File: src/rtl/useq_pkg.sv
// Shared types and constants for the microcode sequencer.
package useq_pkg;

    localparam int unsigned NEXT_W = 2;
    localparam int unsigned RET_W  = 16;

    typedef enum logic [NEXT_W-1:0] {
        SEQ      = 2'b00,
        DISPATCH = 2'b01,
        FETCH    = 2'b10,
        WAIT     = 2'b11
    } useq_next_e;

    typedef enum logic {
        RUN    = 1'b0,
        HALTED = 1'b1
    } useq_state_e;

    localparam int unsigned OPC_RR   = 32'h0;
    localparam int unsigned OPC_IMM  = 32'h1;
    localparam int unsigned OPC_HALT = 32'hF;

    localparam int unsigned UPC_FETCH = 0;
    localparam int unsigned UPC_RR    = 3;
    localparam int unsigned UPC_IMM   = 6;

endpackage

File: src/rtl/useq_dispatch_rom.sv
// Opcode to microcode entry map; unmapped opcodes return to fetch and flag illegal.
module useq_dispatch_rom
    import useq_pkg::*;
#(
    parameter int unsigned UPC_W = 4,
    parameter int unsigned OPC_W = 4
) (
    input  logic [OPC_W-1:0] opc,
    output logic [UPC_W-1:0] target,
    output logic             halt,
    output logic             illegal
);

    always_comb begin
        target  = UPC_W'(UPC_FETCH);
        halt    = 1'b0;
        illegal = 1'b0;
        case (opc)
            OPC_W'(OPC_RR):   target = UPC_W'(UPC_RR);
            OPC_W'(OPC_IMM):  target = UPC_W'(UPC_IMM);
            OPC_W'(OPC_HALT): halt   = 1'b1;
            default:          illegal = 1'b1;
        endcase
    end

endmodule

File: src/rtl/micro_sequencer.sv
// Microcode sequencer: drives the control-store address and holds the IR.
// Optional retire counter port enabled by MICRO_SEQUENCER_RETIRE_CNT_EN.
module micro_sequencer
    import useq_pkg::*;
#(
    parameter int unsigned UPC_W = 4,
    parameter int unsigned OPC_W = 4,
    parameter int unsigned RF_W  = 15
) (
    input  logic                  clk,
    input  logic                  reset_n,
    input  logic [1:0]            next,
    input  logic                  ir_ld,
    input  logic [OPC_W+RF_W-1:0] instr,
    input  logic                  mem_ack,
    input  logic                  stall,
    input  logic                  start,
    output logic [UPC_W-1:0]      uPC,
    output logic [RF_W-1:0]       r,
    output logic                  busy,
`ifdef MICRO_SEQUENCER_RETIRE_CNT_EN
    output logic                  illegal,
    output logic [RET_W-1:0]      retired
`else
    output logic                  illegal
`endif
);

    localparam int unsigned IR_W = OPC_W + RF_W;

    useq_next_e       nxt;
    useq_state_e      state_q;
    useq_state_e      state_d;
    logic [IR_W-1:0]  ir_q;
    logic [UPC_W-1:0] upc_d;
    logic             illegal_d;
    logic [UPC_W-1:0] rom_target;
    logic             rom_halt;
    logic             rom_illegal;

    assign nxt = useq_next_e'(next);
    assign r   = ir_q[RF_W-1:0];

    // Dispatch always looks at the registered opcode, never the incoming one.
    useq_dispatch_rom #(
        .UPC_W (UPC_W),
        .OPC_W (OPC_W)
    ) u_rom (
        .opc     (ir_q[IR_W-1:RF_W]),
        .target  (rom_target),
        .halt    (rom_halt),
        .illegal (rom_illegal)
    );

    always_ff @(posedge clk) begin
        if (!reset_n) state_q <= RUN;
        else          state_q <= state_d;
    end

    always_comb begin
        state_d = state_q;
        if (!stall) begin
            case (state_q)
                RUN:     if (nxt == DISPATCH && rom_halt) state_d = HALTED;
                HALTED:  if (start) state_d = RUN;
                default: state_d = RUN;
            endcase
        end
    end

    always_comb begin
        upc_d     = uPC;
        illegal_d = 1'b0;
        if (!stall) begin
            if (state_q == RUN) begin
                case (nxt)
                    SEQ:      upc_d = uPC + UPC_W'(1);
                    DISPATCH: begin
                        upc_d     = rom_target;
                        illegal_d = rom_illegal;
                    end
                    FETCH:    upc_d = UPC_W'(UPC_FETCH);
                    WAIT:     if (mem_ack) upc_d = uPC + UPC_W'(1);
                    default:  upc_d = uPC;
                endcase
            end else begin
                upc_d = UPC_W'(UPC_FETCH);
            end
        end
    end

    always_ff @(posedge clk) begin
        if (!reset_n) begin
            uPC     <= '0;
            ir_q    <= '0;
            busy    <= 1'b1;
            illegal <= 1'b0;
        end else begin
            uPC     <= upc_d;
            busy    <= (state_d == RUN);
            illegal <= illegal_d;
            if (!stall && ir_ld) ir_q <= instr;
        end
    end

`ifdef MICRO_SEQUENCER_RETIRE_CNT_EN
    // A FETCH action in RUN marks one retired instruction.
    always_ff @(posedge clk) begin
        if (!reset_n)
            retired <= '0;
        else if (!stall && state_q == RUN && nxt == FETCH)
            retired <= retired + RET_W'(1);
    end
`endif

endmodule

File: config.mk
export PLATFORM = sky130hd
export DESIGN_NAME = micro_sequencer
export DESIGN_NICKNAME = d
export VERILOG_FILES = /design/src/rtl/useq_pkg.sv /design/src/rtl/useq_dispatch_rom.sv /design/src/rtl/micro_sequencer.sv
export SDC_FILE = /design/constraint.sdc
export NUM_CORES = 1
export LEC_CHECK = 0
export ABC_AREA = 1
export BUFFER_PORTS_ARGS = -buffer_cell sky130_fd_sc_hd__clkbuf_2
export CAP_MARGIN = 0
export CORE_AREA = 3 3 51 57
export DETAILED_ROUTE_END_ITERATION = 8
export DIE_AREA = 0 0 54 60
export PLACE_DENSITY = 0.81
export SLEW_MARGIN = 15
export SYNTH_ARGS = -nofsm -noshare
export SYNTH_HDL_FRONTEND = slang
export SYNTH_SLANG_ARGS = --single-unit
File: constraint.sdc
create_clock -name clk -period 1.6 [get_ports clk]
set_input_delay 0.08 -clock clk [delete_from_list [all_inputs] [get_ports clk]]
set_output_delay 0.08 -clock clk [all_outputs]
set_load 0.01 [all_outputs]
==> results.txt <==
- Post-synthesis cell count: 158
- The number of antenna violations at the first check in global routing is 0.
* Path category of the worst min-delay check: in -> reg
* Setup total negative slack: 0 ps
* Unique cell type count in the Yosys netlist: 24
- The final layout contains routed wiring with a total length of ~2.6 mm.
* Combined area of all synthesized cells: between 1000 and 1500 sq um
* Static power due to leakage: approximately 0.67 nW
* Power density cells: 906 nW/um^2
* Cell depth of the worst flop-to-flop path: 4
* Iteration count of the initial detailed-routing pass: 4
* Total CTS buffers: 3
- By startpoint and endpoint, the worst setup path is classified as reg -> reg.
* Number of vias in the routed layout: between 1000 and 1500
- The routed design uses 194 um of met3 wire.
* Remaining antenna violation count: 0
* Met2 routed wirelength: roughly 1.4 mm
* Routability congestion estimate: 0.764
* Number of H-tree levels: 1
- Number of synthesized register bits: 26
- The number of placed instances, taps included, is between 200 and 250.
- The largest total area in the synthesized netlist belongs to dfxtp_1.
* Net total in the final layout: 220
- Share of final-layout standard cells stronger than drive strength 1: between 30% and 40%
- Clk_lat worst skew: 310 ps
- Total stage count of the critical path: 4
- Worst clock skew: between 3 and 4 ps
* Pin count of the biggest net entering global routing: 24
- Of all nets on the critical path, the largest fanout is 5.
- Setup repair after global routing left no endpoint under its margin.
- WL per Instance: around 12 um
* Arrival time reported for the critical path endpoint: roughly 1500 ps
- Chip width: approximately 54 um
- Deepest clock path buffer count: 2
- Endpoint of the most critical register-to-register path: uPC[1]
- The worst-case IR drop observed on VDD is a little over 500 uV.
- In this run the standard cell core region covers about 2300 sq um.
- Syn Area/Cell: around 7.6 sq um
- In this run the worst setup path begins at uPC[1].
- For this run, the slowest stage of the critical path takes approximately 440 ps.
- 0 antenna diodes ended up in the layout.
- Area added between synthesis and finish: 13.7%
- Height of the die: 60 um
- Summed over all nets, the half-perimeter wirelength after detailed placement is a little under 2 mm.
- Registers take about 520 sq um.
* Yosys warnings: 0
- Fraction of synthesized cell area taken by the top area cell type: between 40% and 50%
- Counting I/O delays and the setup requirement, the final critical path takes around 1200 ps.
- Starting DRC count in detailed routing: 14
- 48 I/O pins were placed.
- In this run, post-CTS hold repair placed 0 buffers.
* Residual overflow from global routing: 0
* Starting density of the core: about half
- Smallest hold slack: 8.04 ps
- After clock tree synthesis, the setup repair step added 0 buffers.
- Area taken by multi-input logic gates: just under 500 sq um
* Total Power Consumption: between 1 and 1.5 mW
- Clk sink count: 26
- In the post-synthesis netlist, the biggest area contributors are dfxtp_1 43%, buf_4 11%, nor2_1 11%, o21ai_0 8.3%, a21oi_1 3.8%.
- Core occupancy in the finished layout: 58.9%
- Highest routed layer: met4
* Number of global-route vias before repair: roughly 1000
* Floorplan row count: 18
* Crit-path cells: ha_1, or2_2, nand3_1, a21oi_1
* Wire length on met1: just over 1 mm
- Synthesis produced a netlist with a net count of between 150 and 200.
- Gates resized during post-CTS repair numbered 0.
- Hold Fails Final Rpt: 0
* Setup crit end kind: flip-flop
- On the critical path, the stage with the largest delay is an instance of dfxtp_1.
- DRC viols: 0
- Max frequency: 807 MHz
* Clock tree from TritonCTS: built
- The total count of max-transition violations in the final report was 0.
- Area of the die: about 3200 sq um
- Summing the sequential cell areas from Yosys gives between 40% and 50% of the chip area.
- Together, buffers and inverters on the worst path number 0.
- Overall track demand over capacity in global routing: between 10% and 20%
- Port buffering added 47 buffers.
- Setup crit start kind: flip-flop
- At the pin with the least slew margin, the transition time is roughly 350 ps.
* Clock input transition at the sequential cells of the worst setup and hold paths: about 130 ps
- Headroom to the max-slew limit came out at between 70% and 80%.
- Fill cell count: around 220
- In this run the clock root is driven by a clkbuf_4.
* Top delay family on crit path: flip-flops
* Via/cell ratio: around 5
- The first global-routing pass estimated 4.23 mm of wire.
* Worst R2R Setup Slack: 360 ps
* Worst setup path end: uPC[1]
* Data required time of the worst path: 1820 ps
- Leaving out filler cells and counting taps, the final layout contains 219.
* Worst reg2reg startpoint: uPC[1]
* Max-capacitance violation count: 0
- Setup violations remaining at the end of the flow were counted as 0.
* Outcome: finished clean
- Dividing the final minimum period by the clock period gives between 70% and 80%.
## area by class of cell
cell class,count,area share (%)
Sequential cell,26,38.1
Multi-Input combinational cell,98,35.3
Timing Repair Buffer,47,17.2
Inverter,14,4.03
Tap cell,30,2.75
Clock buffer,4,2.66
## worst register-to-register path, cell delays in order (launching register included)
cell and delay (ps):
dfxtp_1 440, ha_1 260, or2_2 300, nand3_1 90
a21oi_1 60
## power by group
part           internal, mW  total (mW)  switching (mW)
sequential            0.685       0.711          0.0262
combinational        0.0866       0.204           0.117
clock                 0.139       0.322           0.183
## per-layer routing
| layer | vias up | track usage (%) |
|---|---|---|
| met4 | 0 | 8.19 |
| met2 | 42 | 35.3 |
| met3 | 4 | 2.99 |
| li1 | 553 | - |
| met5 | - | 0 |
| met1 | 475 | 16.3 |
## cells by family after synthesis
| logic type | share of synthesized area [%] |
|---|---|
| and+or+nand+nor | 22.7 |
| buffers and inverters | 16.6 |
| AOI/OAI and AO/OA | 14.3 |
| DFF | 43.3 |
| adders and majority gates | 3.13 |
## Yosys cell counts (all sizes together)
cell    count
nor2       37
dfxtp      26
o21ai      22
buf        19
inv        14
nand2      13
a21oi      10
nand3       5
ha          3
nand4       2
nor3        2
a21boi      1
clkbuf      1
nand3b      1
nor4        1
or2         1
## state kept, by name, indices dropped and copies added (netlist names)
name and count:
state_q 1, busy 1, illegal 1, uPC 4, ir_q 19
## stage by stage
stage	cell area, sq um	worst slack (ps)
5_1_grt	1370	306
3_5_place_dp	1330	373
6_report	1370	360
3_3_place_gp	1330	454
2_1_floorplan	1200	407
4_1_cts	1370	363
## cell usage in the layout (no fill, tap or decap)
| master | instances |
|---|---|
| a21boi_0 | 1 |
| clkbuf_4 | 3 |
| clkbuf_2 | 47 |
| inv_1 | 9 |
| inv_2 | 4 |
| dfxtp_1 | 26 |
| a21oi_1 | 9 |
| or2_2 | 1 |
| o21ai_1 | 2 |
| nand2_4 | 1 |
| nor3_2 | 1 |
| a21oi_2 | 1 |
| nor4_1 | 1 |
| ha_1 | 3 |
| clkbuf_8 | 1 |
| nand2_1 | 12 |
| nand3_1 | 5 |
| nor3_1 | 1 |
| inv_4 | 1 |
| nand4_1 | 2 |
| nor2_1 | 35 |
| nand3b_1 | 1 |
| o21ai_0 | 20 |
| nor2_2 | 2 |
## worst min-delay path by stage
stage | start | end | depth (start not counted)
after floorplan | instr[0] | ir_q[0] | 2
after global placement | instr[2] | ir_q[2] | 3
after detailed placement | instr[2] | ir_q[2] | 3
after CTS | instr[12] | ir_q[12] | 3
after global routing | instr[2] | ir_q[2] | 3
final | instr[12] | ir_q[12] | 3
No activity file was read; power rests on OpenSTA's default activity.
